==> src/rtl/sched_pkg.sv <==
// rtl/sched_pkg.sv - shared definitions for the voice scheduler
// Purpose: note-word field positions, end-marker constant and FSM state encoding.
// Ports: none (package).
package sched_pkg;

   localparam int NUM_VOICES = 4;

   // Note word layout
   localparam int HALF_LSB  = 0;
   localparam int HALF_MSB  = 7;
   localparam int LEN_LSB   = 8;
   localparam int LEN_MSB   = 15;
   localparam int VOICE_LSB = 16;
   localparam int VOICE_MSB = 17;
   localparam int ANY_BIT   = 18;

   localparam logic [31:0] END_MARKER = 32'h0000_0000;

   typedef enum logic [2:0] {
      IDLE,
      FETCH,
      WAIT,
      DISPATCH,
      DRAIN
   } state_e;

endpackage

==> src/rtl/voice_timer.sv <==
// rtl/voice_timer.sv - one voice: holds half-period and counts down note length
// Purpose: loads a note, decrements remaining ticks, silences itself on expiry.
// Ports: clk, reset (sync, active-high), clear_i (abort), load_i, freq_i[7:0],
//        length_i[7:0], tick_i -> freq_o[7:0], active_o.
module voice_timer (
   input  logic       clk,
   input  logic       reset,
   input  logic       clear_i,
   input  logic       load_i,
   input  logic [7:0] freq_i,
   input  logic [7:0] length_i,
   input  logic       tick_i,
   output logic [7:0] freq_o,
   output logic       active_o
);

   logic [7:0] freq_q, freq_d;
   logic [7:0] rem_q, rem_d;

   always_comb begin
      freq_d = freq_q;
      rem_d  = rem_q;
      if (clear_i) begin
         freq_d = 8'h00;
         rem_d  = 8'h00;
      end else if (load_i) begin
         freq_d = freq_i;
         rem_d  = length_i;
      end else if (tick_i && (rem_q != 8'h00)) begin
         rem_d = rem_q - 8'h01;
         // Last tick of the note: go silent on the same edge the count hits zero.
         if (rem_q == 8'h01) begin
            freq_d = 8'h00;
         end
      end
   end

   always_ff @(posedge clk) begin
      if (reset) begin
         freq_q <= 8'h00;
         rem_q  <= 8'h00;
      end else begin
         freq_q <= freq_d;
         rem_q  <= rem_d;
      end
   end

   assign freq_o   = freq_q;
   assign active_o = (rem_q != 8'h00);

endmodule

==> src/rtl/voice_scheduler.sv <==
// rtl/voice_scheduler.sv - fetches note words from memory and dispatches them to four voices
// Purpose: IDLE/FETCH/WAIT/DISPATCH/DRAIN sequencer plus tick prescaler and four voice timers.
// Ports: clk, reset (sync, active-high), start, stop, loop_en,
//        mem_addr[ADDR_W-1:0], mem_rd, mem_data[31:0], mem_valid,
//        freq1..freq4[7:0], voice_active[3:0], playing, song_done.
// Build option: SCHED_AUTO_ALLOC_EN sends any-voice words to the lowest free voice.
module voice_scheduler
   import sched_pkg::*;
#(
   parameter int ADDR_W   = 8,
   parameter int TICK_DIV = 256
) (
   input  logic              clk,
   input  logic              reset,
   input  logic              start,
   input  logic              stop,
   input  logic              loop_en,
   output logic [ADDR_W-1:0] mem_addr,
   output logic              mem_rd,
   input  logic [31:0]       mem_data,
   input  logic              mem_valid,
   output logic [7:0]        freq1,
   output logic [7:0]        freq2,
   output logic [7:0]        freq3,
   output logic [7:0]        freq4,
   output logic [3:0]        voice_active,
   output logic              playing,
   output logic              song_done
);

   localparam int PW = (TICK_DIV > 1) ? $clog2(TICK_DIV) : 1;

   state_e            state_q, state_d;
   logic [ADDR_W-1:0] addr_q, addr_d;
   logic [31:0]       word_q, word_d;
   logic              done_q, done_d;
   logic [PW-1:0]     presc_q, presc_d;

   logic       abort;
   logic       tick;
   logic [3:0] load_vec;
   logic [1:0] target;
   logic       found;
   logic [7:0] freq_w [NUM_VOICES];

   assign abort = stop && (state_q != IDLE);
   assign tick  = (presc_q == PW'(TICK_DIV - 1));

   always_comb begin
      presc_d = presc_q + PW'(1);
      if (abort || (state_q == IDLE) || tick) begin
         presc_d = '0;
      end
   end

   // Voice selection reads registered busy flags, so a voice expiring this
   // cycle is still seen as busy and gets its next note one cycle later.
   always_comb begin
      target = word_q[VOICE_MSB:VOICE_LSB];
      found  = !voice_active[target];
`ifdef SCHED_AUTO_ALLOC_EN
      if (word_q[ANY_BIT]) begin
         found = 1'b0;
         for (int i = NUM_VOICES - 1; i >= 0; i--) begin
            if (!voice_active[i]) begin
               target = 2'(i);
               found  = 1'b1;
            end
         end
      end
`endif
   end

   always_comb begin
      state_d  = state_q;
      addr_d   = addr_q;
      word_d   = word_q;
      done_d   = 1'b0;
      load_vec = 4'b0000;
      if (abort) begin
         state_d = IDLE;
      end else begin
         case (state_q)
            IDLE: begin
               if (start) begin
                  addr_d  = '0;
                  state_d = FETCH;
               end
            end
            FETCH: state_d = WAIT;
            WAIT: begin
               if (mem_valid) begin
                  word_d  = mem_data;
                  state_d = DISPATCH;
               end
            end
            DISPATCH: begin
               if (word_q == END_MARKER) begin
                  if (loop_en) begin
                     addr_d  = '0;
                     state_d = FETCH;
                  end else begin
                     state_d = DRAIN;
                  end
               end else if (word_q[LEN_MSB:LEN_LSB] == 8'h00) begin
                  addr_d  = addr_q + ADDR_W'(1);
                  state_d = FETCH;
               end else if (found) begin
                  load_vec[target] = 1'b1;
                  addr_d           = addr_q + ADDR_W'(1);
                  state_d          = FETCH;
               end
            end
            DRAIN: begin
               if (voice_active == 4'b0000) begin
                  done_d  = 1'b1;
                  state_d = IDLE;
               end
            end
            default: state_d = IDLE;
         endcase
      end
   end

   always_ff @(posedge clk) begin
      if (reset) begin
         state_q <= IDLE;
         addr_q  <= '0;
         word_q  <= '0;
         done_q  <= 1'b0;
         presc_q <= '0;
      end else begin
         state_q <= state_d;
         addr_q  <= addr_d;
         word_q  <= word_d;
         done_q  <= done_d;
         presc_q <= presc_d;
      end
   end

   for (genvar g = 0; g < NUM_VOICES; g++) begin : g_voice
      voice_timer u_timer (
         .clk      (clk),
         .reset    (reset),
         .clear_i  (abort),
         .load_i   (load_vec[g]),
         .freq_i   (word_q[HALF_MSB:HALF_LSB]),
         .length_i (word_q[LEN_MSB:LEN_LSB]),
         .tick_i   (tick),
         .freq_o   (freq_w[g]),
         .active_o (voice_active[g])
      );
   end

   assign freq1     = freq_w[0];
   assign freq2     = freq_w[1];
   assign freq3     = freq_w[2];
   assign freq4     = freq_w[3];
   assign mem_addr  = addr_q;
   assign mem_rd    = (state_q == FETCH);
   assign playing   = (state_q != IDLE);
   assign song_done = done_q;

endmodule
==> config.mk <==
export PLATFORM = sky130hd
export DESIGN_NAME = voice_scheduler
export DESIGN_NICKNAME = d
export VERILOG_FILES = /design/src/rtl/sched_pkg.sv /design/src/rtl/voice_timer.sv /design/src/rtl/voice_scheduler.sv
export SDC_FILE = /design/constraint.sdc
export NUM_CORES = 1
export LEC_CHECK = 0
export CAP_MARGIN = 20
export CORE_MARGIN = 2
export CORE_UTILIZATION = 50
export CTS_BUF_LIST = sky130_fd_sc_hd__clkbuf_8 sky130_fd_sc_hd__clkbuf_16
export DETAILED_ROUTE_END_ITERATION = 8
export PLACE_DENSITY = 0.75
export SLEW_MARGIN = 15
export SYNTH_ARGS = -nofsm -noshare
export SYNTH_HDL_FRONTEND = slang
export SYNTH_SLANG_ARGS = --single-unit
==> constraint.sdc <==
create_clock -name clk -period 2.5 [get_ports clk]
set_clock_uncertainty 0.1 [all_clocks]
set_input_delay 0.25 -clock clk [delete_from_list [all_inputs] [get_ports clk]]
set_output_delay 0.25 -clock clk [all_outputs]
set_load 0.1 [all_outputs]
# After elaboration in Yosys (flattened, before gate mapping)
# Index checks and enable logic that the tools add are counted.
# W data, S select, Z words.
[word_totals]
latch_bits = 0
in_bits = 38
rom_bits = 0
memories = 0
reg_bits = 116
ram_bits = 0
[classes]
n_reduce_logical = 36
n_eq_ne = 14
n_shift = 0
addsub = 6
muxes = 44
div = 0
n_mul = 0
n_lt_le_gt_ge = 2
n_bitwise = 2
[op_table]
columns = ["cell", "count"]
rows = [
  ["$mux W8", 25],
  ["$eq A8 B1 Y1 const B", 4],
  ["$logic_not A32 Y1", 1],
  ["$reduce_bool A8 Y1", 4],
  ["$sub A8 B1 Y8 const B", 4],
  ["$mux W3", 7],
  ["$mux W4", 5],
  ["$reduce_bool A2 Y1", 9],
  ["$add A8 B1 Y8 const B", 2],
  ["$pmux W8 S2", 1],
  ["$pmux W3 S5", 1],
  ["$eq A8 B8 Y1 const B", 1],
  ["$logic_not A8 Y1", 1],
  ["$reduce_and A2 Y1", 4],
  ["$eq A3 B2 Y1 const B", 2],
  ["$logic_and A1 B1 Y1", 6],
  ["$ne A2 B2 Y1 const B", 3],
  ["$reduce_and A5 Y1", 1],
  ["$logic_not A4 Y1", 1],
  ["$ne A4 B4 Y1 const B", 1],
  ["$reduce_and A4 Y1", 1],
  ["$reduce_or A2 Y1", 2],
  ["$eq A3 B1 Y1 const B", 1],
  ["$eq A3 B3 Y1 const B", 1],
  ["other kinds (12)", 16],
]

# Longest topological paths before layout
# Gate-level depths: netlist of the first run.
[logic_depth]
ltp_word = 11
mapped_depth = 9

# By module
# From an unflattened synthesis of the first run, not the netlist that was laid out.
[unflattened]
hier_cells = 644
hier_area_um2 = 5634.2
[modules_own_cells]
columns = ["module", "cells_each", "seq_area_each_um2", "area_each_um2", "instances"]
rows = [
  ["voice_timer at g_voice[0].u_timer ...", 83, 320.3, 795.8, 3],
  ["voice_scheduler", 295, 1041.0, 2366.0, 1],
  ["voice_timer at g_voice[3].u_timer", 100, 320.3, 880.8, 1],
]

# Least setup slack after synthesis of the first run
# OpenSTA, ideal clock, no wires.
[synth_path]
path_type = "flip-flop to output port"
start = "register state_q[0]"
end = "output port mem_rd"
path_stages_with_launch = 3
arrival_time_ns = 2.677
setup_slack_ns = -0.527
path_cell_list = "dfxtp_1 > buf_2 > nor3b_1"
[synth_via]
elab_chain_cells = 1
[synth_lines]
columns = ["item", "line", "text"]
rows = [
  ["start: declaration", "voice_scheduler.sv:33", "state_e state_q, state_d;"],
  ["start signal: assignment", "voice_scheduler.sv:133", "state_q <= state_d;"],
  ["$eq A3 B1 Y1", "voice_scheduler.sv:160", "assign mem_rd = (state_q == FETCH);"],
  ["end: declaration", "voice_scheduler.sv:19", "output logic mem_rd,"],
]
# Every way passes these cells.

# Final worst setup path of the first run
[layout_path]
start = "register g_voice[0].u_timer.rem_q[2]"
end = "output port voice_active[0]"
[layout_via]
elab_chain_cells = 1
[layout_lines]
columns = ["item", "line", "text"]
rows = [
  ["start: declaration", "voice_timer.sv:18", "logic [7:0] rem_q, rem_d;"],
  ["start signal: assignment", "voice_timer.sv:44", "rem_q <= rem_d;"],
  ["$reduce_bool A8 Y1", "voice_timer.sv:49", "assign active_o = (rem_q != 8'h00);"],
  ["end: declaration", "voice_scheduler.sv:26", "output logic [3:0] voice_active,"],
]
# Every way passes these cells.

==> flow_summary.ini, run 1 <==
[run_status]
status = finished clean

[setup_path]
cp-end-kind = primary output
arrival_ns = 2.07
critPathLaunch = g_voice[0].u_timer.rem_q[2]
rr_endpoint = mem_addr[6]
ff2ff_path_depth = 6
reg2reg_from = word_q[4]
cp-start-kind = flop
r2r_slack_ns = 0.11
path_max_fanout = 6
cp.required_ns = 2.15
path_class = flop to primary output
setup.worst_path.end = voice_active[0]

[hold_path]
hold_path.class = input pin to flop
min_path_cells = 3

[timing]
hold-worst-slack_ns = 0.184
finalHoldViolCount = 0
rsz0062_at_grt = no
clock.fmax_mhz = 414
post-route-period-util = 0.967
setup_tns_ns = 0
setup_viol = 0
post-route-min-period_ns = 2.42
slew-limit-headroom = 0.629
worst_slew_pin_slew_ns = 0.551
drv_slew = 0

[global_route]
grt_use_met2 = 0.420
grt_max_degree = 41
grt.met1_usage = 0.322
grt_use_met3 = 0.0552
antenna_found_initial = 0
grt_use_total = 0.253
grt_overflow = 0
grt_busiest_layer = met2
grt_pass1_vias = 4671
grt_pass1_wl_mm = 22.7

[routing]
vias = 4827
vias_per_cell = 5.62
drt-wirelength-per-cell_um = 16.3
route.antenna.remaining_nets = 0
wl_mm = 14.0
dr.first_iter.drc_count = 307
firstDrtPassIters = 4
drcViolationCount = 0

[run]
drv_cap = 0

[synthesis]
yosys_warnings = 0
synthAdderAreaFrac = 0.0335
synth_edf_count = 0
syn_area_sq_um = 5230
synth.mux.area_fraction = 0.00191
synth_nets = 674
syn_area_per_cell_sq_um = 8.41
synth_ff_type = dfxtp_1
synth-simple-area-share = 0.263
yosysSeqAreaShare = 0.444
synth_top_family_by_area = simple AND/OR/NAND/NOR gates
synthArstFlopShare = 0
synth_xor_area_frac = 0.0469
syn_inst = 622
ys_types = 53
synth_compound_area_frac = 0.166
synth_seq_cells = 116

[finish]
drive_gt1_frac = 0.167
areaGrowthSynthToFinish_pct = 29.3
fill_cells = 840
nNetsFinal = 762
final_cell_mix = nand2_1, dfxtp_1, a21oi_1
insertedDiodeCount = 0
final_common_cell = nand2_1

[power_and_ir_drop]
vdd_drop_max_mv = 0.487
leakagePower_uw = 0.00248
power.density_nw_per_um2 = 698

[floorplanning]
pin_count = 85
die_h_um = 106
fp.dieArea_sq_um = 11300
die_w_um = 106
start_util = 0.511
rows = 37
coreArea_sq_um = 10200

[clock_tree]
cts_htree_levels = 4
cts_made_buffers = 17
cts_num_sinks = 116
clkLatencyLatePin_ns = 0.51
clkSlewWorstSetupHoldPaths_ns = 0.06
cts_tree = yes
clockBufferDepth = 2
cts_root_buf = clkbuf_8

[place]
dpl.hpwl_mm = 9.83
io_buffers = 84
place_congestion = 0.901
==> synthesized netlist by cell type (7+ instances only) <==
cell type  count  area, sq um
buf_2         10         50.1
nor3_1        12         60.1
a21oi_1       72          360
nor4_1        14         87.6
ha_1          14          175
a22oi_1       24          180
clkbuf_1      20         75.1
nor2_1        65          244
nand2_1      122          458
a221oi_1       7         61.3
nor3b_1        8         60.1
xor2_1        15          131
xnor2_1       13          114
inv_1         13         48.8
dfxtp_1      116         2320
nand3_1       19         95.1
==> sequential cells by signal (all words and copies together) (netlist names) <==
name                    cells
word_q                     32
mem_addr                    8
g_voice.u_timer.rem_q      32
presc_q                     8
g_voice.u_timer.freq_o     32
song_done                   1
state_q                     3
==> worst min-delay path by stage <==
stage                     start    endpoint  slack, ns
floorplan                  stop  presc_q[6]       0.23
global placement     presc_q[0]  presc_q[0]       0.33
detailed placement   presc_q[0]  presc_q[0]       0.34
CTS                 mem_data[4]   word_q[4]       0.17
global route        mem_data[6]   word_q[6]       0.17
finish              mem_data[4]   word_q[4]       0.18
==> metrics by stage <==
| stage | std cells | worst slack, ns | util | total power (uW) | instance area (sq um) |
|---|---|---|---|---|---|
| after floorplan | 622 | 0.221 | - | 2110 | 5240 |
| after global placement | 827 | 0.195 | 0.599 | 2230 | 6130 |
| after detailed placement | 827 | 0.0112 | 0.599 | 2230 | 6130 |
| after CTS | 859 | 0.0371 | 0.660 | 4750 | 6750 |
| after global routing | 859 | 0.00544 | 0.661 | 4870 | 6770 |
| final | 859 | 0.0822 | 0.661 | 4720 | 6770 |
==> layout make-up <==
cell class,count,area (sq um),area share
inverter,14,52.6,0.00777
clock inverter,14,188,0.0277
tap,136,170,0.0252
timing repair buffer,106,901,0.133
sequential,116,2320,0.343
multi-input combinational,455,2700,0.400
clock buffer,18,428,0.0633
==> routing by layer <==
| metal | routed length, um | part of all wire | up-vias |
|---|---|---|---|
| met2 | 6820 | 0.49 | 171 |
| li1 | - | - | 2347 |
| met1 | 6130 | 0.44 | 2291 |
| met3 | 821 | 0.059 | 18 |
| met4 | 241 | 0.017 | 0 |
| met5 | 0 | 0 | - |
==> critical path, stage by stage (launching register included) <==
cell	delay [ns]
dfxtp_1	0.36
nor4_4	0.49
nand3_1	0.26
buf_4	0.22
buf_4	0.23
==> cells by family (layout without fill, tap and decap cells) <==
| logic type | Yosys count | after routing |
|---|---|---|
| flip-flops | 116 | 116 |
| AO/OA/AOI/OAI | 131 | 131 |
| adder cells (fa/ha/maj) | 14 | 14 |
| XOR/XNOR | 28 | 28 |
| multiplexers | 1 | 1 |
| AND/OR/NAND/NOR | 281 | 281 |
| buffers and inverters | 51 | 152 |
==> where the power goes <==
group          switching [uW]  internal (uW)  leakage, uW
logic                     191            119      0.00125
registers                25.7           1870     0.000935
clock network             946           1580     0.000300
total                    1160           3560      0.00248
==> what timing repair did <==
item | CTS | global route
resized for setup | 1 | 3
buffers inserted | 0 | 0
hold buffers | 0 | 0
setup endpoints to repair | 1 | 8
Power figures use the tool's default switching activity.
==> inputs of run 2 (changes only) <==
- SETUP_SLACK_MARGIN: unset -> 0.15
==> flow_summary.ini, run 2 (synthesis gave the netlist of run 1 again) <==
[place]
place_congestion = 0.901
dpl.hpwl_mm = 9.83
dp_slack_ns = 0.0112
postPlaceCellArea_sq_um = 6130
io_buffers = 84
placed_cells = 827

[global_route]
grt_use_total = 0.254
antenna_found_initial = 0
grt_pass1_vias = 4688
grt_overflow = 0
grt_pass1_wl_mm = 22.8
grt_max_degree = 41

[power_and_ir_drop]
p_total_uw = 4720
leakagePower_uw = 0.00250
power.density_nw_per_um2 = 695
vdd_drop_max_mv = 0.488

[routing]
vias = 4816
drt-wirelength-per-cell_um = 16.3
route.antenna.remaining_nets = 0
vias_per_cell = 5.59
drcViolationCount = 0
firstDrtPassIters = 5
wl_mm = 14.1
dr.first_iter.drc_count = 293

[timing]
rsz0062_at_grt = yes
slew-limit-headroom = 0.632
finalHoldViolCount = 0
drv_slew = 0
fin_ws_ns = 0.267
worst_slew_pin_slew_ns = 0.547
setup_tns_ns = 0
setup_viol = 0
post-route-period-util = 0.893
post-route-min-period_ns = 2.23
clock.fmax_mhz = 448

[floorplanning]
rows = 37
pin_count = 85
fp.dieArea_sq_um = 11300
die_h_um = 106
coreArea_sq_um = 10200
start_util = 0.511
die_w_um = 106

[clock_tree]
cts_num_sinks = 116
postCtsHoldBufs = 0
cts_tree = yes
clockBufferDepth = 2
clkLatencyLatePin_ns = 0.52
cts_root_buf = clkbuf_8
clkSlewWorstSetupHoldPaths_ns = 0.06
cts_htree_levels = 4
cts_made_buffers = 17

[run_status]
status = finished clean

[finish]
areaGrowthSynthToFinish_pct = 29.9
fin_cells = 861
drive_gt1_frac = 0.174
final_area_sq_um = 6800
nNetsFinal = 764
insertedDiodeCount = 0
final_cell_mix = nand2_1, dfxtp_1, a21oi_1
final_common_cell = nand2_1

[setup_path]
cp.required_ns = 2.15
cpMostUsedCell = buf_4
path_delay_family = buffers and inverters
path_class = flop to primary output
cp-end-kind = primary output
r2r_slack_ns = 0.28
arrival_ns = 1.88
path_max_fanout = 6
critPathSlowestCell = dfxtp_1
slowest_delay_ns = 0.38
cp-start-kind = flop
path_buf_inv = 3
path_cells = nor4_4 -> buf_4 -> nand3_1 -> buf_4 -> buf_4

[hold_path]
hold_path.class = input pin to flop

[run]
drv_cap = 0
run 2: changes by cell type in the layout (fill, tap and decap cells not counted):
cell	before	now
buf_4	68	70
nor3_1	12	10
nor3_2	0	2
nor4b_1	2	1
nor4b_2	0	1
run 2: worst reg2reg max path, cell delays in order (launching register included):
cell     delay (ns)
dfxtp_1        0.38
nor4_1         0.35
nand4_1        0.25
nor3_2         0.33
o21ai_2        0.20
and2_1         0.26
a32o_1         0.24
run 2: final timing paths:
| kind | start | endpoint | depth (start not counted) |
|---|---|---|---|
| hold reg to reg | presc_q[0] | presc_q[0] | 1 |
| setup / recovery | g_voice[3].u_timer.rem_q[2] | voice_active[3] | 5 |
| setup reg to reg | word_q[2] | mem_addr[6] | 6 |
| hold / removal | mem_data[4] | word_q[4] | 3 |
run 2: cell type report:
cell class / instances / area (sq um)
Sequential cell: 116 / 2320
Fill cell: 833 / 3430
Clock inverter: 14 / 188
Multi-Input combinational cell: 455 / 2720
Clock buffer: 18 / 428
Tap cell: 136 / 170
Timing Repair Buffer: 108 / 916
Inverter: 14 / 52.6
run 2: report_power, final:
part / internal, uW / switching, uW / total, uW / leakage [uW]
logic: 120 / 192 / 312 / 0.00126
clock network: 1580 / 945 / 2520 / 0.000300
registers: 1870 / 26.0 / 1890 / 0.000935
run 2: per-layer routing:
metal	global-route usage	vias up	wire, um
li1	-	2341	-
met1	0.325	2299	6180
met2	0.420	158	6920
met3	0.0564	18	762
met4	0.0968	0	205
met5	0	-	0
run 2: per-stage QoR:
stage               hold slack [ns]  utilization
finish                        0.183        0.664
floorplan                     0.226            -
CTS                           0.167        0.661
detailed placement            0.341        0.599
global placement              0.327        0.599
global route                  0.174        0.664
run 2: repair_timing:
action | 4_1_cts | 5_1_grt
endpoints found under the setup margin | 9 | 13
pin swaps | 1 | 1
resized for setup | 3 | 4
buffers inserted | 1 | 1
cloned | 0 | 0
